File: src/rtl/mem_seq_pkg.sv
// ----------------------------------------------------------------------------
// mem_seq_pkg : shared types and constants for the memory command sequencer
// Revision    : 1.0
// ----------------------------------------------------------------------------
`default_nettype none

package mem_seq_pkg;

  localparam int ADDR_W_DEF = 4;
  localparam int DATA_W_DEF = 32;

  // Cycles from the edge that samples a read address to valid_out.
  localparam int RD_LAT = 1;

  typedef logic [ADDR_W_DEF-1:0] addr_t;
  typedef logic [DATA_W_DEF-1:0] data_t;

  typedef struct packed {
    data_t data;
    addr_t addr;
    logic  err;
  } rsp_t;

endpackage

`default_nettype wire

File: src/rtl/mem_rsp_fifo.sv
// ----------------------------------------------------------------------------
// mem_rsp_fifo : power-of-2 deep FIFO holding read responses, head shown on data_o
// Revision     : 1.0
// ----------------------------------------------------------------------------
`default_nettype none

module mem_rsp_fifo
  import mem_seq_pkg::*;
#(
  parameter type T     = rsp_t,
  parameter int  DEPTH = 4
) (
  input  logic                   clk,
  input  logic                   rst,
  input  logic                   push_i,
  input  T                       data_i,
  input  logic                   pop_i,
  output T                       data_o,
  output logic                   full_o,
  output logic                   empty_o,
  output logic [$clog2(DEPTH):0] count_o
);

  localparam int c_ptr_w = $clog2(DEPTH);
  localparam int c_cnt_w = c_ptr_w + 1;

  T                   mem_q [DEPTH];
  logic [c_ptr_w-1:0] wr_ptr_q, wr_ptr_d;
  logic [c_ptr_w-1:0] rd_ptr_q, rd_ptr_d;
  logic [c_cnt_w-1:0] count_q, count_d;
  logic               w_do_push;
  logic               w_do_pop;

  assign empty_o   = (count_q == '0);
  assign full_o    = (count_q == c_cnt_w'(DEPTH));
  assign count_o   = count_q;
  assign data_o    = mem_q[rd_ptr_q];
  assign w_do_pop  = pop_i && !empty_o;
  // When full, a push is only taken alongside a pop; the new entry lands in
  // the slot being vacated, which is read out before this edge.
  assign w_do_push = push_i && (!full_o || w_do_pop);

  always_comb begin
    wr_ptr_d = wr_ptr_q;
    rd_ptr_d = rd_ptr_q;
    count_d  = count_q;
    if (w_do_push) wr_ptr_d = wr_ptr_q + c_ptr_w'(1);
    if (w_do_pop)  rd_ptr_d = rd_ptr_q + c_ptr_w'(1);
    case ({w_do_push, w_do_pop})
      2'b10:   count_d = count_q + c_cnt_w'(1);
      2'b01:   count_d = count_q - c_cnt_w'(1);
      default: count_d = count_q;
    endcase
  end

  always_ff @(posedge clk) begin
    if (rst) begin
      wr_ptr_q <= '0;
      rd_ptr_q <= '0;
      count_q  <= '0;
    end else begin
      wr_ptr_q <= wr_ptr_d;
      rd_ptr_q <= rd_ptr_d;
      count_q  <= count_d;
    end
  end

  always_ff @(posedge clk) begin
    if (w_do_push) mem_q[wr_ptr_q] <= data_i;
  end

  always_ff @(posedge clk) begin
    if (!rst) begin
      assert (!(push_i && full_o && !w_do_pop));
    end
  end

endmodule

`default_nettype wire

File: src/rtl/mem_cmd_sequencer.sv
// ----------------------------------------------------------------------------
// mem_cmd_sequencer : credit-limited command front-end for a single-port Memory
// Revision          : 1.0
// ----------------------------------------------------------------------------
`default_nettype none

module mem_cmd_sequencer
  import mem_seq_pkg::*;
#(
  parameter int ADDR_W    = $bits(addr_t),
  parameter int DATA_W    = $bits(data_t),
  parameter int RSP_DEPTH = 4
) (
  input  logic              clk,
  input  logic              rst,
  input  logic              cmd_valid,
  output logic              cmd_ready,
  input  logic              cmd_wr,
  input  logic [ADDR_W-1:0] cmd_addr,
  input  logic [DATA_W-1:0] cmd_wdata,
  output logic              rsp_valid,
  input  logic              rsp_ready,
  output logic [DATA_W-1:0] rsp_data,
  output logic [ADDR_W-1:0] rsp_addr,
  output logic              rsp_err,
  output logic              en,
  output logic [ADDR_W-1:0] address,
  output logic [DATA_W-1:0] data_in,
  input  logic [DATA_W-1:0] data_out,
  input  logic              valid_out,
  output logic              busy
);

  localparam int c_stages = RD_LAT + 1;
  localparam int c_cnt_w  = $clog2(RSP_DEPTH) + 1;
  localparam int c_inf_w  = $clog2(c_stages + 1);
  localparam int c_use_w  = ((c_cnt_w > c_inf_w) ? c_cnt_w : c_inf_w) + 1;

  typedef struct packed {
    logic              tag;
    logic [ADDR_W-1:0] addr;
  } trk_t;

  typedef struct packed {
    logic [DATA_W-1:0] data;
    logic [ADDR_W-1:0] addr;
    logic              err;
  } rsp_entry_t;

  trk_t [c_stages-1:0] trk_q, trk_d;
  logic                en_q, en_d;
  logic [ADDR_W-1:0]   addr_q, addr_d;
  logic [DATA_W-1:0]   wdata_q, wdata_d;

  logic                w_cmd_fire;
  logic [c_inf_w-1:0]  w_inflight;
  logic [c_use_w-1:0]  w_used;
  rsp_entry_t          w_push_entry;
  rsp_entry_t          w_head;
  logic                w_push;
  logic                w_pop;
  logic                w_full;
  logic                w_empty;
  logic [c_cnt_w-1:0]  w_count;

  assign w_cmd_fire = cmd_valid && cmd_ready;

  always_comb begin
    w_inflight = '0;
    for (int i = 0; i < c_stages; i++) begin
      w_inflight = w_inflight + c_inf_w'(trk_q[i].tag);
    end
  end

  // Buffered plus in-flight reads reserve buffer slots, so every tagged
  // return is guaranteed a place to land.
  assign w_used    = c_use_w'(w_count) + c_use_w'(w_inflight);
  assign cmd_ready = !rst && (w_used < c_use_w'(RSP_DEPTH));

  always_comb begin
    en_d    = w_cmd_fire && cmd_wr;
    addr_d  = addr_q;
    wdata_d = wdata_q;
    if (w_cmd_fire) begin
      addr_d = cmd_addr;
      if (cmd_wr) wdata_d = cmd_wdata;
    end
    trk_d          = trk_q;
    trk_d[0].tag   = w_cmd_fire && !cmd_wr;
    trk_d[0].addr  = cmd_addr;
    for (int i = 1; i < c_stages; i++) begin
      trk_d[i] = trk_q[i-1];
    end
  end

  always_ff @(posedge clk) begin
    if (rst) begin
      en_q    <= 1'b0;
      addr_q  <= '0;
      wdata_q <= '0;
      trk_q   <= '0;
    end else begin
      en_q    <= en_d;
      addr_q  <= addr_d;
      wdata_q <= wdata_d;
      trk_q   <= trk_d;
    end
  end

  // The oldest stage lines up with valid_out; a tag without valid_out
  // becomes an error response instead of being lost.
  always_comb begin
    w_push            = trk_q[c_stages-1].tag;
    w_push_entry.data = valid_out ? data_out : '0;
    w_push_entry.addr = trk_q[c_stages-1].addr;
    w_push_entry.err  = !valid_out;
  end

  assign w_pop = rsp_ready && !w_empty;

  mem_rsp_fifo #(
    .T     (rsp_entry_t),
    .DEPTH (RSP_DEPTH)
  ) u_rsp_fifo (
    .clk     (clk),
    .rst     (rst),
    .push_i  (w_push),
    .data_i  (w_push_entry),
    .pop_i   (w_pop),
    .data_o  (w_head),
    .full_o  (w_full),
    .empty_o (w_empty),
    .count_o (w_count)
  );

  assign rsp_valid = !w_empty;
  assign rsp_data  = rsp_valid ? w_head.data : '0;
  assign rsp_addr  = rsp_valid ? w_head.addr : '0;
  assign rsp_err   = rsp_valid && w_head.err;

  assign en      = en_q;
  assign address = addr_q;
  assign data_in = wdata_q;
  assign busy    = (w_inflight != '0) || !w_empty;

  always_ff @(posedge clk) begin
    if (!rst) begin
      assert (!(w_push && w_full && !w_pop));
    end
  end

endmodule

`default_nettype wire

File: config.mk
export PLATFORM = sky130hd
export DESIGN_NAME = mem_cmd_sequencer
export DESIGN_NICKNAME = d
export VERILOG_FILES = /design/src/rtl/mem_seq_pkg.sv /design/src/rtl/mem_rsp_fifo.sv /design/src/rtl/mem_cmd_sequencer.sv
export SDC_FILE = /design/constraint.sdc
export NUM_CORES = 1
export LEC_CHECK = 0
export BUFFER_PORTS_ARGS = -buffer_cell sky130_fd_sc_hd__buf_2
export CAP_MARGIN = 30
export CORE_ASPECT_RATIO = 0.7
export CORE_MARGIN = 3
export CORE_UTILIZATION = 59
export DETAILED_ROUTE_END_ITERATION = 10
export GPL_ROUTABILITY_DRIVEN = 0
export HOLD_SLACK_MARGIN = 0.12
export PLACE_DENSITY = 0.84
export SLEW_MARGIN = 5
export SYNTH_ARGS = -nofsm -noshare
export SYNTH_HDL_FRONTEND = slang
export SYNTH_SLANG_ARGS = --single-unit
File: constraint.sdc
create_clock -name clk -period 4 [get_ports clk]
set_input_delay 0.8 -clock clk [delete_from_list [all_inputs] [get_ports clk]]
set_output_delay 0.8 -clock clk [all_outputs]
set_load 0.03 [all_outputs]
Word level (Yosys, flattened, before mapping)
Memories as Yosys holds them, arrays and structs flattened. A register that Yosys moved wholly into a read port is not among the register bits.
Cells that the tools add are included.
Word-level totals
  register bits: 54
  memory bits (writable): 148
  input port bits: 74
  output and inout port bits: 77
  logic and storage cells: 48
  memories: 1
Memory list
  u_rsp_fifo.mem_q: words 4, bits a word 37, rd ports 1, clocked after Yosys merged registers in 1, write ports 1, line mem_rsp_fifo.sv:27  | T mem_q [DEPTH];
Operators by class
  add/sub/neg operators: 6
  order comparisons: 1
  equality and inequality tests: 3
  mux-type cells: 8
  reductions and logical operators: 19
Operator list (number)
  32-bit 2-to-1 mux: 2
  1-bit logical AND: 8
  3-bit case mux with 2 select lines: 1
  1-bit logical NOT: 5
  2-bit by 1-bit adder with 2-bit output, second input constant: 2
  3-bit by 2-bit adder with 4-bit output: 1
  4-bit by 3-bit less-than comparator with 1-bit output, second input constant: 1
  2-bit 2-to-1 mux: 2
  4-bit 2-to-1 mux: 1
  2-bit nonzero test: 2
  3-bit by 1-bit adder with 3-bit output, second input constant: 1
  3-bit == test, second input constant: 1
  3-bit logical NOT: 1
  3-bit by 1-bit subtractor with 3-bit output, second input constant: 1
  1-bit by 1-bit adder with 2-bit output: 1
  2-bit by 1-bit == test with 1-bit output, second input constant: 1
  2-bit == test, second input constant: 1
  1-bit logical OR: 2
  1-bit 2-to-1 mux: 2
  2-bit AND reduction: 1

Longest topological paths before layout
  depth after elaboration: 8
  mapped depth: 10
  mapped depth without buffers: 9

By module
Synthesis repeated with hierarchy kept, for this count alone.
Second synthesis, totals
  cells, all modules: 489
  area total of the unflattened synthesis: 8121.5 um^2
Modules (own cells, without submodules)
  mem_rsp_fifo: times used 1, cells an instance 252, area each 5860.6 um^2
  mem_cmd_sequencer: times used 1, cells an instance 237, area each 2260.9 um^2

Worst setup path before layout
Ideal clock, no wire load.
  path kind: input -> output
  start point: in rst
  end point: out cmd_ready
  data arrival time: 2375 ps
  required time: 3200 ps
  path slack: 825 ps
  cell stages on the path: 4
  buffers on the path: 3
  path through: clkbuf_1 clkbuf_1 buf_1 nor4_1
On the way
  longest elaborated chain between the ends: 2
RTL lines
  start: declaration: line mem_cmd_sequencer.sv:15  | input logic rst,
  1-bit logical NOT
  1-bit logical AND: line mem_cmd_sequencer.sv:78  | assign cmd_ready = !rst && (w_used < c_use_w'(RSP_DEPTH));
  end: declaration: line mem_cmd_sequencer.sv:17  | output logic cmd_ready,
No other way between the ends.

==> flow_summary.json <==
{
  "htree_levels": 1,
  "synthCells": 486,
  "track_usage_pct": 21.1,
  "insertion_delay_ns": 0.48,
  "max_freq_ghz": 0.305,
  "antenna_found_initial": 0,
  "muxShareOfSynthArea_pct": 14.6,
  "fillCellCount": 836,
  "grt_max_degree": 57,
  "post_cts_buffers": 0,
  "fp-row-count": 35,
  "cts_root_buffer": "clkbuf_16",
  "drtIter0Drc": 277,
  "setup.worst_path.end_class": "primary output",
  "syn_area_per_cell_um2": 16.7,
  "final_layout_size_suffix_gt1_share_pct": 40.4,
  "yosys.area.top_type_share_pct": 54.8,
  "reg2reg_slack_ns": 1.49,
  "path_clk_slew_ns": 0.06,
  "synth_xor_area_share_pct": 0.432,
  "ys_top_cells_by_count": "edfxtp_1 (148), nor2b_1 (73), dfxtp_1 (56), mux4_2 (37), and2_1 (32)",
  "grtUsageMet1_pct": 27.4,
  "drc": 0,
  "synth_fp_nets": 569,
  "core_area_mm2": 0.0133,
  "vias": 4552,
  "cp_slowest_cell": "dfxtp_2",
  "wl_per_cell_um": 19.1,
  "place_worst_setup_slack_ns": 1.01,
  "die_area_mm2": 0.0152,
  "ctsHoldBuffers": 0,
  "synth-edff-count": 148,
  "cp_slowest_stage_delay_ns": 0.71,
  "synth.ff_latch_count": 204,
  "worst_slew_pin_slew_ns": 0.710,
  "pin_count": 151,
  "critPathMaxFanout": 17,
  "grt_pass1_wl_um": 25500,
  "gr-max-usage-layer": "met2",
  "maxSlewViolCount": 0,
  "async_reset_ff_share_pct": 0,
  "syn2layout_area_growth_pct": 20.4,
  "report.final.hold_viol_count": 0,
  "met2_usage_pct": 36.4,
  "synthAdderAreaFrac_pct": 1.48,
  "leakage_nw": 3.70,
  "netlist_area_mm2": 0.00811,
  "dp_hpwl_um": 9950,
  "fin_crit_sh_pct": 82.1,
  "ys_seq_area_share_pct": 68.6,
  "grtUsageMet3_pct": 5.14,
  "maxSlewHeadroom_pct": 52.5,
  "startpoint_type": "flip-flop",
  "synth_top_family_by_area": "multiplexers",
  "viasPerCell": 5.43,
  "skew_ns": 0.0107,
  "multiInputGateArea_mm2": 0.00236,
  "synth_cell_types": 34,
  "min_period_ns": 3.28,
  "ctsResizeCount": 0,
  "ant_nets": 0,
  "dr.pass1.iters": 4,
  "fin_hold_ws_ns": 0.443,
  "die_w_um": 146,
  "critical_path_required_ns": 3.20,
  "die_h_um": 104,
  "post-synth-top-count-cell": "edfxtp_1",
  "cts_tree": "yes",
  "synth-simple-area-share_pct": 10.7,
  "cts.sinks": 204,
  "powerDensity_mw_per_mm2": 508,
  "crit_buf_inv": 2,
  "synth-compound-area-share_pct": 1.74,
  "hp-class": "reg -> reg",
  "peakVddDrop_mv": 0.303,
  "crit_chain": "buf_4 -> mux4_2 -> nor2b_1 -> buf_2",
  "routed_wl_um": 16000,
  "clk_path_buf_depth": 3,
  "nets": 723,
  "synth_ff_type": "edfxtp_1",
  "worstPathArrival_ns": 2.48,
  "grt_setup_unrepaired": "false",
  "yosys_warnings": 0,
  "critPathKind": "reg -> out",
  "insertedDiodeCount": 0,
  "synth_top_area_cell": "edfxtp_1",
  "yosys-top-cells-area": "edfxtp_1 (55%), dfxtp_1 (14%), mux4_2 (10%), nor2b_1 (5.6%), mux2_2 (2.6%)",
  "drv_cap": 0,
  "start_util_pct": 60.9,
  "crit_family": "flip-flops",
  "setup_viol": 0,
  "port_buffers": 150,
  "status": "complete, no violations",
  "worst_slack_ns": 0.717,
  "cts_buffers": 20,
  "overflow": 0,
  "seq_area_mm2": 0.00557,
  "grt_pass1_vias": 4858,
  "tns_ns": 0
}
-- per-layer routing --
layer  vias up  routed length, um
li1       2119                  -
met4         0                236
met1      2297               6730
met2       113               8200
met5         -                  0
met3        23                849
-- cell families (layout without fill, tap and decap cells) --
kind of cell | after synthesis | in the layout
flip-flops | 204 | 204
AND/OR/NAND/NOR | 139 | 139
AO/OA/AOI/OAI | 25 | 25
buffers and inverters | 40 | 208
adder cells (fa/ha/maj) | 9 | 9
multiplexers | 65 | 65
XOR/XNOR | 4 | 4
-- layout by cell type (no fill, tap or decap), types with 2 or more instances in the layout --
cell	n
and2_1	32
nand4_1	4
buf_16	3
mux2_4	9
dfxtp_1	54
mux4_2	37
nor2b_1	73
o31ai_1	5
clkinv_2	4
buf_12	3
and3_2	4
nand3_1	7
clkbuf_1	6
buf_2	150
mux2_2	19
clkinv_1	2
buf_4	4
clkbuf_16	21
edfxtp_1	148
dfxtp_2	2
xor2_1	4
inv_1	12
bufinv_16	2
ha_1	8
o21ai_0	7
a21oi_1	12
nor2_1	8
-- metrics by stage --
| step | power, W | cell area (um2) | instances | utilization, % |
|---|---|---|---|---|
| after global routing | 0.00516 | 9770 | 839 | 73.4 |
| after global placement | 0.00316 | 8980 | 797 | 67.5 |
| final | 0.00497 | 9770 | 839 | 73.4 |
| after CTS | 0.00500 | 9630 | 833 | 72.3 |
| after detailed placement | 0.00318 | 8980 | 797 | 67.5 |
| after floorplan | 0.00295 | 8110 | 486 | - |
-- state kept, by name, indices dropped and copies added, names as in the netlist, named ones only --
name                 count
address                  4
trk_d                    5
data_in                 32
u_rsp_fifo.rd_ptr_q      2
en                       1
u_rsp_fifo.mem_q       148
w_push                   1
u_rsp_fifo.count_o       3
u_rsp_fifo.wr_ptr_q      2
trk_q                    4
-- power by group --
group	internal [W]	total [W]	switching, W
clock	0.00109	0.00183	0.000737
sequential	0.00231	0.00236	0.0000489
combinational	0.000299	0.000778	0.000478
-- area by class of cell --
type,count,share of cell area [%]
repair buffers,160,9.45
multi-input cells,242,24.1
clock buffers,27,5.61
inverters,12,0.461
flip-flops and latches,204,57.0
clock inverters,9,0.973
well taps,185,2.37
-- worst paths after layout --
kind         cells past startpoint                   from                    end
max                              4              flip-flop           rsp_data[30]
min                              1               trk_d[8]               trk_q[8]
max reg2reg                      9  u_rsp_fifo.count_o[2]  u_rsp_fifo.count_o[2]
min reg2reg                      1               trk_d[8]               trk_q[8]
(Power assumes the default switching activity.)
